<file path="config.mk">
export PLATFORM = sky130hd
export DESIGN_NAME = booth_mac_seq
export DESIGN_NICKNAME = d
export VERILOG_FILES = /design/src/rtl/booth_mac_seq.sv
export SDC_FILE = /design/constraint.sdc
export NUM_CORES = 1
export LEC_CHECK = 0
export ABC_AREA = 1
export CORE_MARGIN = 2
export CORE_UTILIZATION = 45
export CTS_CLUSTER_SIZE = 40
export DETAILED_ROUTE_END_ITERATION = 7
export PLACE_DENSITY = 0.66
export SYNTH_ARGS = -nofsm -noshare
export SYNTH_HDL_FRONTEND = slang
export SYNTH_SLANG_ARGS = --single-unit
</file>
<file path="constraint.sdc">
create_clock -name clk -period 3.8 [get_ports clk]
set_input_delay 0.76 -clock clk [delete_from_list [all_inputs] [get_ports clk]]
set_output_delay 0.76 -clock clk [all_outputs]
set_load 0.02 [all_outputs]
</file>
<file path="src/rtl/booth_mac_seq.sv">
// booth_mac_seq
// Sequential dual-product multiply-accumulate: acc <= acc + a*b + c*d.
// Two radix-2 Booth lanes run in lock-step, one step per clock, followed by
// a single accumulate cycle. Optional saturation and a sticky overflow flag.
//
// Ports:
//   clk        rising-edge clock
//   rst        synchronous active-high reset (aborts any operation)
//   in_valid   a/b/c/d/clr_acc are valid
//   in_ready   unit is idle and can accept an operation this cycle
//   a, b       multiplicand / multiplier of product 1 (signed)
//   c, d       multiplicand / multiplier of product 2 (signed)
//   clr_acc    with an accepted op: accumulate onto 0 instead of acc;
//              alone while idle: clear acc and ovf at the next edge
//   out_valid  one-cycle pulse, acc holds a new result
//   acc        accumulator (signed)
//   busy       an operation is in progress
//   ovf        sticky overflow flag
module booth_mac_seq #(
  parameter int WIDTH     = 4,
  parameter int ACC_WIDTH = 12,
  parameter int SATURATE  = 0
) (
  input  logic                 clk,
  input  logic                 rst,
  input  logic                 in_valid,
  output logic                 in_ready,
  input  logic [WIDTH-1:0]     a,
  input  logic [WIDTH-1:0]     b,
  input  logic [WIDTH-1:0]     c,
  input  logic [WIDTH-1:0]     d,
  input  logic                 clr_acc,
  output logic                 out_valid,
  output logic [ACC_WIDTH-1:0] acc,
  output logic                 busy,
  output logic                 ovf
);

  localparam int CW = $clog2(WIDTH + 1);
  // Two guard bits so the sum of two products and the base cannot wrap.
  localparam int FW = ACC_WIDTH + 2;
  localparam logic [ACC_WIDTH-1:0] ACC_MAX = {1'b0, {(ACC_WIDTH-1){1'b1}}};
  localparam logic [ACC_WIDTH-1:0] ACC_MIN = {1'b1, {(ACC_WIDTH-1){1'b0}}};

  typedef enum logic [1:0] {IDLE, MUL, ACC} state_t;

  state_t               state_reg, state_next;
  logic [CW-1:0]        count_reg, count_next;
  logic                 clr_pend_reg, clr_pend_next;
  logic [ACC_WIDTH-1:0] acc_reg, acc_next;
  logic                 ovf_reg, ovf_next;
  logic                 out_valid_reg, out_valid_next;

  // Per-lane Booth state: lane 0 = a*b, lane 1 = c*d.
  logic [WIDTH-1:0]     mcand_reg [2];
  logic [WIDTH-1:0]     mcand_next [2];
  logic [WIDTH:0]       u_reg [2];
  logic [WIDTH:0]       u_next [2];
  logic [WIDTH-1:0]     q_reg [2];
  logic [WIDTH-1:0]     q_next [2];
  logic [1:0]           qm1_reg, qm1_next;

  // Per-lane combinational step results and sign-extended products.
  logic [WIDTH-1:0]     in_mcand [2];
  logic [WIDTH-1:0]     in_mplier [2];
  logic [WIDTH:0]       step_u [2];
  logic [WIDTH-1:0]     step_q [2];
  logic [1:0]           step_qm1;
  logic [FW-1:0]        prod_ext [2];

  assign in_mcand[0]  = a;
  assign in_mcand[1]  = c;
  assign in_mplier[0] = b;
  assign in_mplier[1] = d;

  genvar gi;
  generate
    for (gi = 0; gi < 2; gi++) begin : g_lane
      logic [WIDTH:0]     mc_ext;
      logic [WIDTH:0]     sum;
      logic [2*WIDTH-1:0] prod;

      // U is one bit wider than the operand so -(-2^(W-1)) is representable.
      assign mc_ext = {mcand_reg[gi][WIDTH-1], mcand_reg[gi]};

      always_comb begin
        sum = u_reg[gi];
        case ({q_reg[gi][0], qm1_reg[gi]})
          2'b10:   sum = u_reg[gi] - mc_ext;
          2'b01:   sum = u_reg[gi] + mc_ext;
          default: sum = u_reg[gi];
        endcase
      end

      // Arithmetic right shift of {U, Q, q_m1}.
      assign step_u[gi]   = {sum[WIDTH], sum[WIDTH:1]};
      assign step_q[gi]   = {sum[0], q_reg[gi][WIDTH-1:1]};
      assign step_qm1[gi] = q_reg[gi][0];

      assign prod         = {u_reg[gi][WIDTH-1:0], q_reg[gi]};
      assign prod_ext[gi] = {{(FW-2*WIDTH){prod[2*WIDTH-1]}}, prod};
    end
  endgenerate

  // Accumulate-cycle arithmetic.
  logic [FW-1:0]        base;
  logic [FW-1:0]        full;
  logic                 acc_of;
  logic [ACC_WIDTH-1:0] acc_result;

  assign base   = clr_pend_reg ? '0 : {{2{acc_reg[ACC_WIDTH-1]}}, acc_reg};
  assign full   = prod_ext[0] + prod_ext[1] + base;
  // Fits in ACC_WIDTH signed iff the top three bits all agree.
  assign acc_of = !((&full[FW-1:ACC_WIDTH-1]) || !(|full[FW-1:ACC_WIDTH-1]));
  assign acc_result = (SATURATE != 0 && acc_of) ? (full[FW-1] ? ACC_MIN : ACC_MAX)
                                                : full[ACC_WIDTH-1:0];

  always_comb begin
    state_next     = state_reg;
    count_next     = count_reg;
    clr_pend_next  = clr_pend_reg;
    acc_next       = acc_reg;
    ovf_next       = ovf_reg;
    out_valid_next = 1'b0;
    qm1_next       = qm1_reg;
    for (int i = 0; i < 2; i++) begin
      mcand_next[i] = mcand_reg[i];
      u_next[i]     = u_reg[i];
      q_next[i]     = q_reg[i];
    end

    case (state_reg)
      IDLE: begin
        if (in_valid && in_ready) begin
          for (int i = 0; i < 2; i++) begin
            mcand_next[i] = in_mcand[i];
            u_next[i]     = '0;
            q_next[i]     = in_mplier[i];
          end
          qm1_next      = '0;
          count_next    = CW'(WIDTH);
          clr_pend_next = clr_acc;
          state_next    = MUL;
        end else if (clr_acc) begin
          acc_next = '0;
          ovf_next = 1'b0;
        end
      end
      MUL: begin
        for (int i = 0; i < 2; i++) begin
          u_next[i] = step_u[i];
          q_next[i] = step_q[i];
        end
        qm1_next   = step_qm1;
        count_next = count_reg - CW'(1);
        if (count_reg == CW'(1)) begin
          state_next = ACC;
        end
      end
      ACC: begin
        acc_next       = acc_result;
        // A clearing op restarts overflow tracking from this op alone.
        ovf_next       = clr_pend_reg ? acc_of : (ovf_reg | acc_of);
        out_valid_next = 1'b1;
        state_next     = IDLE;
      end
      default: state_next = IDLE;
    endcase
  end

  always_ff @(posedge clk) begin
    if (rst) begin
      state_reg     <= IDLE;
      count_reg     <= '0;
      clr_pend_reg  <= 1'b0;
      acc_reg       <= '0;
      ovf_reg       <= 1'b0;
      out_valid_reg <= 1'b0;
      qm1_reg       <= '0;
      for (int i = 0; i < 2; i++) begin
        mcand_reg[i] <= '0;
        u_reg[i]     <= '0;
        q_reg[i]     <= '0;
      end
    end else begin
      state_reg     <= state_next;
      count_reg     <= count_next;
      clr_pend_reg  <= clr_pend_next;
      acc_reg       <= acc_next;
      ovf_reg       <= ovf_next;
      out_valid_reg <= out_valid_next;
      qm1_reg       <= qm1_next;
      for (int i = 0; i < 2; i++) begin
        mcand_reg[i] <= mcand_next[i];
        u_reg[i]     <= u_next[i];
        q_reg[i]     <= q_next[i];
      end
    end
  end

  assign in_ready  = (state_reg == IDLE) && !rst;
  assign busy      = (state_reg != IDLE);
  assign acc       = acc_reg;
  assign ovf       = ovf_reg;
  assign out_valid = out_valid_reg;

endmodule

</file>
==> PnR_summary.wiki, run 1 <==
{| class="wikitable"
! Metric !! Value
|-
| Buffers on Ports || 35
|-
| Sequential share of the synthesized area || 27.9%
|-
| Proportion of power drawn by flip-flops and latches || 45.1%
|-
| Hold/Removal Path Class || register to register
|-
| Final hold vios || 0
|-
| Inst Count DP || 607
|-
| Buffers inserted during post-CTS setup optimization || 0
|-
| CP dominant cell by count || sky130_fd_sc_hd__nand2_1
|-
| Critical path type || register to register
|-
| Global routing usage on met1 || 22.9%
|-
| Clock transition at path regs || 0.09 ns
|-
| Total length of routed wires || 7490 µm
|-
| Core utilization of the finished layout || 53.9%
|-
| Number of flip-flops and latches in the synthesized netlist || 46
|-
| Area of the core region || 7180 µm²
|-
| Max_slew headroom || 31.3%
|-
| Global routing's busiest layer || met2
|-
| Mapped cell area || 3310 µm²
|-
| Largest net degree at the start of global routing || 27
|-
| CTS Sinks || 46
|-
| Worst-case vdd ir drop || 168 µV
|-
| Met2 Resource Use GR || 35.7%
|-
| Clock buffer count from CTS || 5
|-
| Actual slew at the worst max-slew pin || 1.03 ns
|-
| First-pass GRT wire length || 13000 µm
|-
| TritonCTS clock tree || done
|-
| Number of buffers inserted by hold repair at cts || 0
|-
| Arr. time, crit path || 3.29 ns
|-
| Worst-case reg-to-reg path depth || 20
|-
| Required arrival time at the worst endpoint || 3.99 ns
|-
| Share of cells above drive strength 1 || 3.88%
|-
| Number of cells in the finished layout apart from fillers || 615
|-
| Type of element launching the critical path || register
|-
| Post-synth cell types || 35
|-
| IO Count || 36
|-
| Final hold slack || 0.481 ns
|-
| Standard cell with the maximum stage delay on the critical path || sky130_fd_sc_hd__fa_1
|-
| Series of cell instances along the critical path || ha_1 > inv_1 > fa_1 > inv_1 > nand2_1 > nand2_1 > nand2_1 > xor2_1 > ha_1 > nand2_1 > o21ai_0 > nand2_1 > nand3_1 > nand4_1 > nand2_1 > inv_1 > nand2_1 > nand3_1 > nand2_1 > nand2_1
|-
| Number of enable-type register cells in the synthesized netlist || 0
|-
| Total non-filler cell area in the finished layout || 3870 µm²
|-
| Global-route total usage across every layer || 19.0%
|-
| Internal Power || 0.823 mW
|-
| Final period util || 81.5%
|-
| Average cell area after synthesis || 6.87 µm²
|-
| Most frequent standard cell in the layout excluding fill and tap cells || sky130_fd_sc_hd__nand2_1
|-
| Comb pwr share || 24.0%
|-
| Gate count of the mapped netlist || 481
|-
| Power dissipated by switching net loads || 0.355 mW
|-
| Top flip-flop cell by instance count after synthesis || sky130_fd_sc_hd__dfxtp_1
|-
| Power density cells || 305 nW/µm²
|-
| Avg Vias per Cell || 5.06
|-
| Maximum fanout count along the critical path || 6
|-
| Sum of overflow across all layers after global routing || 0
|-
| Slack of the worst reg-to-reg path || 0.70 ns
|-
| Vias in the first global route || 2937
|-
| Hold Path Sink || state_reg[1]$_SDFFE_PP0P_
|-
| Count of max-cap constraint violations || 0
|-
| Share of synthesized flip-flops with an asynchronous set or reset || 0%
|-
| Antenna diode instance count || 0
|-
| Largest stage delay, worst path || 0.39 ns
|-
| Number of search-and-repair iterations in the first detailed-routing pass || 4
|-
| Final setup fails || 0
|-
| Static Leakage || 1.78 nW
|-
| DRC violation total after the first TritonRoute iteration || 116
|-
| Proportion of total power due to net switching || 30.2%
|-
| Number of cells traversed by the worst hold path || 1
|-
| Total via count after detailed routing || 3109
|-
| Dpl cell area || 3760 µm²
|-
| Source-to-sink clock delay at the later pin of the worst-skew pair || 0.30 ns
|-
| Root buffer selected by CTS || sky130_fd_sc_hd__clkbuf_8
|-
| Synthesis Warnings || 0
|-
| Deepest level of the CTS H-tree || 2
|-
| Max clock buf depth || 2
|-
| Width of the chip || 89.7 µm
|-
| Global placement routability congestion || 0.834
|-
| Initial standard-cell utilization of the core || 46.1%
|-
| Status || finished clean
|-
| Clk network pwr share || 31.0%
|-
| Number of nets produced by synthesis || 540
|-
| Type of element capturing the critical path || register
|-
| Achievable clock frequency || 323 MHz
|-
| Antenna violations before repair || 0
|-
| Die boundary height || 89.7 µm
|-
| Commonest non-fill, non-tap cells in the layout || sky130_fd_sc_hd__nand2_1, sky130_fd_sc_hd__inv_1, sky130_fd_sc_hd__a21oi_1
|-
| Setup Total Neg Slack || 0 ns
|-
| Unrepaired setup endpoints after global routing || no
|-
| Startpoint of the most critical register-to-register path || q_reg[0][0]$_SDFFE_PP0P_
|-
| Setup skew after layout || 0.00991 ns
|-
| FF-to-FF End || ovf$_SDFFE_PP0P_
|-
| Synthesis-to-layout area growth || 17.0%
|-
| Number of max-slew violations in the final report || 0
|-
| Routed length per instance || 12.2 µm
|-
| Residual DRC count || 0
|-
| Hold wc startpoint || count_reg[2]$_SDFFE_PP0P_
|-
| Max FFs per register || 12
|-
| Detailed Place HPWL || 5870 µm
|-
| Post-detailed-route count of antenna-violating nets || 0
|-
| Met3 capacity usage during global routing || 2.35%
|-
| FP Rows || 31
|-
| Final nets || 574
|-
| Total die area || 8050 µm²
|-
| CTS resizes || 0
|-
| Min cycle time layout || 3.10 ns
|}
-- logic make-up after synthesis --
family,Yosys count,synth area share (%)
flip-flops,46,27.9
AND/OR/NAND/NOR,170,21.8
XOR/XNOR,15,3.97
buffers and inverters,88,10.1
AO/OA/AOI/OAI,123,20.7
adder cells (fa/ha/maj),39,15.7
-- stage by stage --
| stage | power (mW) | setup slack (ns) |
|---|---|---|
| floorplan | 0.745 | 1.05 |
| global placement | 0.819 | 0.869 |
| detailed placement | 0.825 | 0.755 |
| CTS | 1.19 | 0.731 |
| global route | 1.26 | 0.358 |
| finish | 1.18 | 0.701 |
-- worst max path at each step --
stage,slack [ns],end,cells after the start,start
after floorplan,1.05,ovf$_SDFFE_PP0P_,21,q_reg[0][2]$_SDFFE_PP0P_
after global placement,0.87,ovf$_SDFFE_PP0P_,21,q_reg[0][0]$_SDFFE_PP0P_
after detailed placement,0.76,ovf$_SDFFE_PP0P_,21,q_reg[0][0]$_SDFFE_PP0P_
after CTS,0.73,ovf$_SDFFE_PP0P_,21,q_reg[0][0]$_SDFFE_PP0P_
after global routing,0.36,ovf$_SDFFE_PP0P_,21,q_reg[0][4]$_SDFFE_PP0P_
final,0.70,ovf$_SDFFE_PP0P_,20,q_reg[0][0]$_SDFFE_PP0P_
-- worst max-delay path: cells and delay by family, from the launching register on --
kind | cells | cell delay, ns
AOI/OAI and AO/OA | 1 | 0.33
xor gates and xnor gates | 1 | 0.15
adders and majority gates | 3 | 0.96
buffers and inverters | 3 | 0.17
DFF | 1 | 0.37
and+or+nand+nor | 12 | 0.99
-- synth_stat cells, types with 2 or more instances --
cell type                  instances  area (µm²)
sky130_fd_sc_hd__o22ai_1           2        12.5
sky130_fd_sc_hd__o21bai_1          3        22.5
sky130_fd_sc_hd__o21ai_1           2        10.0
sky130_fd_sc_hd__xor2_1            7        61.3
sky130_fd_sc_hd__nor2_1           32         120
sky130_fd_sc_hd__nand2_1          98         368
sky130_fd_sc_hd__a41oi_1           2        17.5
sky130_fd_sc_hd__nand3b_1          2        15.0
sky130_fd_sc_hd__or2_2             4        25.0
sky130_fd_sc_hd__nand3_2           3        30.0
sky130_fd_sc_hd__nand2_2           2        12.5
sky130_fd_sc_hd__nand4_1           2        12.5
sky130_fd_sc_hd__a22oi_1           2        15.0
sky130_fd_sc_hd__dfxtp_1          46         921
sky130_fd_sc_hd__xnor2_1           8        70.1
sky130_fd_sc_hd__clkbuf_1         10        37.5
sky130_fd_sc_hd__inv_1            75         282
sky130_fd_sc_hd__nand3_1          22         110
sky130_fd_sc_hd__a31oi_1          12        75.1
sky130_fd_sc_hd__nor3_1            4        20.0
sky130_fd_sc_hd__fa_1              4        80.1
sky130_fd_sc_hd__buf_2             2        10.0
sky130_fd_sc_hd__a21o_1            2        15.0
sky130_fd_sc_hd__o21a_1            2        15.0
sky130_fd_sc_hd__o21ai_0          35         175
sky130_fd_sc_hd__ha_1             35         438
sky130_fd_sc_hd__a21oi_1          55         275
-- layout make-up --
class	count	area, µm²
multi-input combinational	347	2050
clock buffer	7	76.3
sequential	46	921
tap	99	124
fill	725	3310
inverter	76	285
timing repair buffer	39	380
clock inverter	1	30.0
-- power by group through the flow --
stage | Combinational [mW] | Clock (mW) | Sequential [mW]
CTS | 0.284 | 0.378 | 0.531
detailed placement | 0.283 | 0 | 0.542
global placement | 0.278 | 0 | 0.541
global route | 0.324 | 0.397 | 0.535
finish | 0.282 | 0.365 | 0.531
floorplan | 0.212 | 0 | 0.533
-- layer usage --
metal,vias up,share of wire [%]
met5,-,0
met4,0,0.80
met3,6,3.1
met2,47,50
met1,1405,46
li1,1651,-
(Power assumes the default switching activity.)
==> inputs of run 2 (changes only) <==
--- a/config.mk
+++ b/config.mk
@@ -10,7 +10,7 @@
 export CORE_UTILIZATION = 45
 export CTS_CLUSTER_SIZE = 40
 export DETAILED_ROUTE_END_ITERATION = 7
-export PLACE_DENSITY = 0.66
+export PLACE_DENSITY = 0.68
 export SYNTH_ARGS = -nofsm -noshare
 export SYNTH_HDL_FRONTEND = slang
 export SYNTH_SLANG_ARGS = --single-unit
==> constraint.sdc (replaced) <==
create_clock -name clk -period 2.6 [get_ports clk]
set_input_delay 0.52 -clock clk [delete_from_list [all_inputs] [get_ports clk]]
set_output_delay 0.52 -clock clk [all_outputs]
set_load 0.02 [all_outputs]
==> run 2 against run 1 <==
- the run now ends with setup timing left
- clock power increased by 48%
- sequential power up 46%
- maximum frequency increased by 4.7%
- global-route usage up 1.4 points
- via count grew 8.7%
- clock skew shrank 0.0062 ns
- critical path depth down 1
- routed wire length grew 11%
- combinational power up 93%
- worst setup slack worse by 1.1 ns
- first-iteration DRC count rose by 28%
- largest power group unchanged
- highest routed layer unchanged
==> PnR_summary.wiki, run 2 (synthesis gave the netlist of run 1 again) <==
{| class="wikitable"
! Metric !! Value
|-
| Status || finished, violations left
|-
| Violations in the final reports || setup timing
|-
| Avg Vias per Cell || 5.08
|-
| Type of element capturing the critical path || register
|-
| CTS Sinks || 46
|-
| Design Power || 1.86 mW
|-
| Worst-case vdd ir drop || 282 µV
|-
| Commonest non-fill, non-tap cells in the layout || sky130_fd_sc_hd__nand2_1, sky130_fd_sc_hd__inv_1, sky130_fd_sc_hd__buf_4
|-
| Achievable clock frequency || 338 MHz
|-
| Final nets || 625
|-
| Width of the chip || 89.7 µm
|-
| Arr. time, crit path || 3.19 ns
|-
| FP Rows || 31
|-
| Final period util || 114%
|-
| Power density cells || 421 nW/µm²
|-
| Count of max-cap constraint violations || 0
|-
| Deepest level of the CTS H-tree || 2
|-
| Final hold slack || 0.477 ns
|-
| Setup skew after layout || 0.00371 ns
|-
| Standard cell with the maximum stage delay on the critical path || sky130_fd_sc_hd__dfxtp_2
|-
| Source-to-sink clock delay at the later pin of the worst-skew pair || 0.30 ns
|-
| IO Count || 36
|-
| Slack of the worst reg-to-reg path || -0.36 ns
|-
| Total length of routed wires || 8280 µm
|-
| Min cycle time layout || 2.96 ns
|-
| Final hold vios || 0
|-
| Area used by sequential logic in the layout || 928 µm²
|-
| Number of max-slew violations in the final report || 0
|-
| Max clock buf depth || 2
|-
| Hold wc startpoint || count_reg[2]$_SDFFE_PP0P_
|-
| Die boundary height || 89.7 µm
|-
| Total die area || 8050 µm²
|-
| Area of the core region || 7180 µm²
|-
| Final setup fails || 6
|-
| FF-to-FF End || acc[11]$_SDFFE_PP0P_
|-
| TritonCTS clock tree || done
|-
| Hold/Removal Path Class || register to register
|-
| Largest net degree at the start of global routing || 27
|-
| DRC violation total after the first TritonRoute iteration || 148
|-
| Inst Count DP || 651
|-
| First-pass GRT wire length || 13900 µm
|-
| Dpl cell area || 4140 µm²
|-
| Clock transition at path regs || 0.09 ns
|-
| Most frequent standard cell in the layout excluding fill and tap cells || sky130_fd_sc_hd__nand2_1
|-
| Unrepaired setup endpoints after global routing || yes
|-
| Number of cells traversed by the worst hold path || 1
|-
| Type of element launching the critical path || register
|-
| Final WS setup || -0.359 ns
|-
| Initial standard-cell utilization of the core || 46.1%
|-
| Share of cells above drive strength 1 || 19.2%
|-
| Antenna violations before repair || 0
|-
| Largest stage delay, worst path || 0.34 ns
|-
| Actual slew at the worst max-slew pin || 1.07 ns
|-
| Global-route total usage across every layer || 20.3%
|-
| Max FFs per register || 12
|-
| Number of cells in the finished layout apart from fillers || 666
|-
| Detailed Place HPWL || 6260 µm
|-
| Post-detailed-route count of antenna-violating nets || 0
|-
| Area taken by multi-input logic gates || 2200 µm²
|-
| Number of search-and-repair iterations in the first detailed-routing pass || 4
|-
| Root buffer selected by CTS || sky130_fd_sc_hd__clkbuf_8
|-
| Buffers on Ports || 35
|-
| Series of cell instances along the critical path || ha_4 > a21oi_2 > nand2_2 > a21oi_2 > o21bai_1 > nand2_1 > nand2_2 > a21oi_2 > xor2_1 > ha_1 > buf_4 > a31oi_2 > nand3_2 > nand3_2 > nand2_2 > buf_6 > a21oi_1 > o21ai_1 > a21oi_1
|-
| Residual DRC count || 0
|-
| Clock buffer count from CTS || 5
|-
| Launching instance or port of the critical path || q_reg[0][6]$_SDFFE_PP0P_
|-
| Startpoint of the most critical register-to-register path || q_reg[0][6]$_SDFFE_PP0P_
|-
| Total via count after detailed routing || 3380
|-
| Routed length per instance || 12.4 µm
|-
| Antenna diode instance count || 0
|-
| Max_slew headroom || 28.6%
|-
| Static Leakage || 2.06 nW
|-
| Vias in the first global route || 3246
|-
| Worst-case reg-to-reg path depth || 19
|-
| Synthesis-to-layout area growth || 33.6%
|-
| Layout filler cell count || 637
|-
| Global placement routability congestion || 0.877
|-
| Hold Path Sink || state_reg[1]$_SDFFE_PP0P_
|-
| Maximum fanout count along the critical path || 5
|-
| Required arrival time at the worst endpoint || 2.83 ns
|-
| Sum of overflow across all layers after global routing || 0
|-
| Total non-filler cell area in the finished layout || 4420 µm²
|-
| Critical path type || register to register
|}
run 2: cell count changes in the layout (fill, tap and decap cells not counted), moves of 5 or more:
cell and change:
sky130_fd_sc_hd__buf_4 +50, sky130_fd_sc_hd__nand2_1 -9, sky130_fd_sc_hd__nand2_2 +9, sky130_fd_sc_hd__dfxtp_1 -6
sky130_fd_sc_hd__dfxtp_2 +6, sky130_fd_sc_hd__a21oi_1 -5, sky130_fd_sc_hd__a21oi_2 +5, sky130_fd_sc_hd__ha_1 -5
sky130_fd_sc_hd__ha_4 +5
run 2: metal layers:
layer  vias up  track usage [%]  wire (µm)  part of all wire, %
met5         -                0          0                    0
met4         0             4.23         82                 0.99
met3        11             2.68        321                  3.9
met2        84             38.1       4070                   49
met1      1529             24.9       3800                   46
li1       1756                -          -                    -
run 2: repair_timing:
action                     CTS  global route
pin swaps                   18            18
buffers inserted             1             6
hold buffers                 0             0
setup endpoints to repair    7             8
hold endpoints to repair     0             0
resized for setup           11            18
run 2: layout make-up:
type                       instances  area share, %
multi-input combinational        347           49.9
sequential                        46           21.0
timing repair buffer              90           17.4
inverter                          76           6.46
tap                               99           2.80
clock buffer                       6           1.64
clock inverter                     2          0.850
run 2: power breakdown:
group          switching [mW]  total [mW]  internal [mW]  leakage [nW]
Combinational           0.287       0.544          0.257          1.63
Clock                   0.254       0.541          0.287        0.0514
Sequential             0.0288       0.773          0.744         0.377
run 2: worst max-delay path by stage:
stage | endpoint | depth (start not counted) | slack, ns
after global routing | ovf$_SDFFE_PP0P_ | 21 | -0.58
after detailed placement | ovf$_SDFFE_PP0P_ | 23 | -0.22
final | acc[11]$_SDFFE_PP0P_ | 19 | -0.36
after CTS | ovf$_SDFFE_PP0P_ | 21 | -0.18
after global placement | ovf$_SDFFE_PP0P_ | 22 | -0.15
after floorplan | ovf$_SDFFE_PP0P_ | 22 | -0.02
run 2: worst max-delay path, delay by kind of cell, from the launching register on:
kind	cells	cell delay (ns)
flip-flops	1	0.34
buffers and inverters	2	0.29
AND/OR/NAND/NOR	6	0.55
XOR/XNOR	1	0.16
AO/OA/AOI/OAI	8	1.00
adder cells (fa/ha/maj)	2	0.56
run 2: stage by stage:
stage | TNS (ns) | util, % | setup slack (ns)
2_1_floorplan | -0.0388 | - | -0.0230
3_3_place_gp | -0.567 | 57.7 | -0.147
3_5_place_dp | -0.851 | 57.7 | -0.222
4_1_cts | -0.529 | 59.9 | -0.180
5_1_grt | -2.64 | 61.6 | -0.583
6_report | -1.26 | 61.6 | -0.359
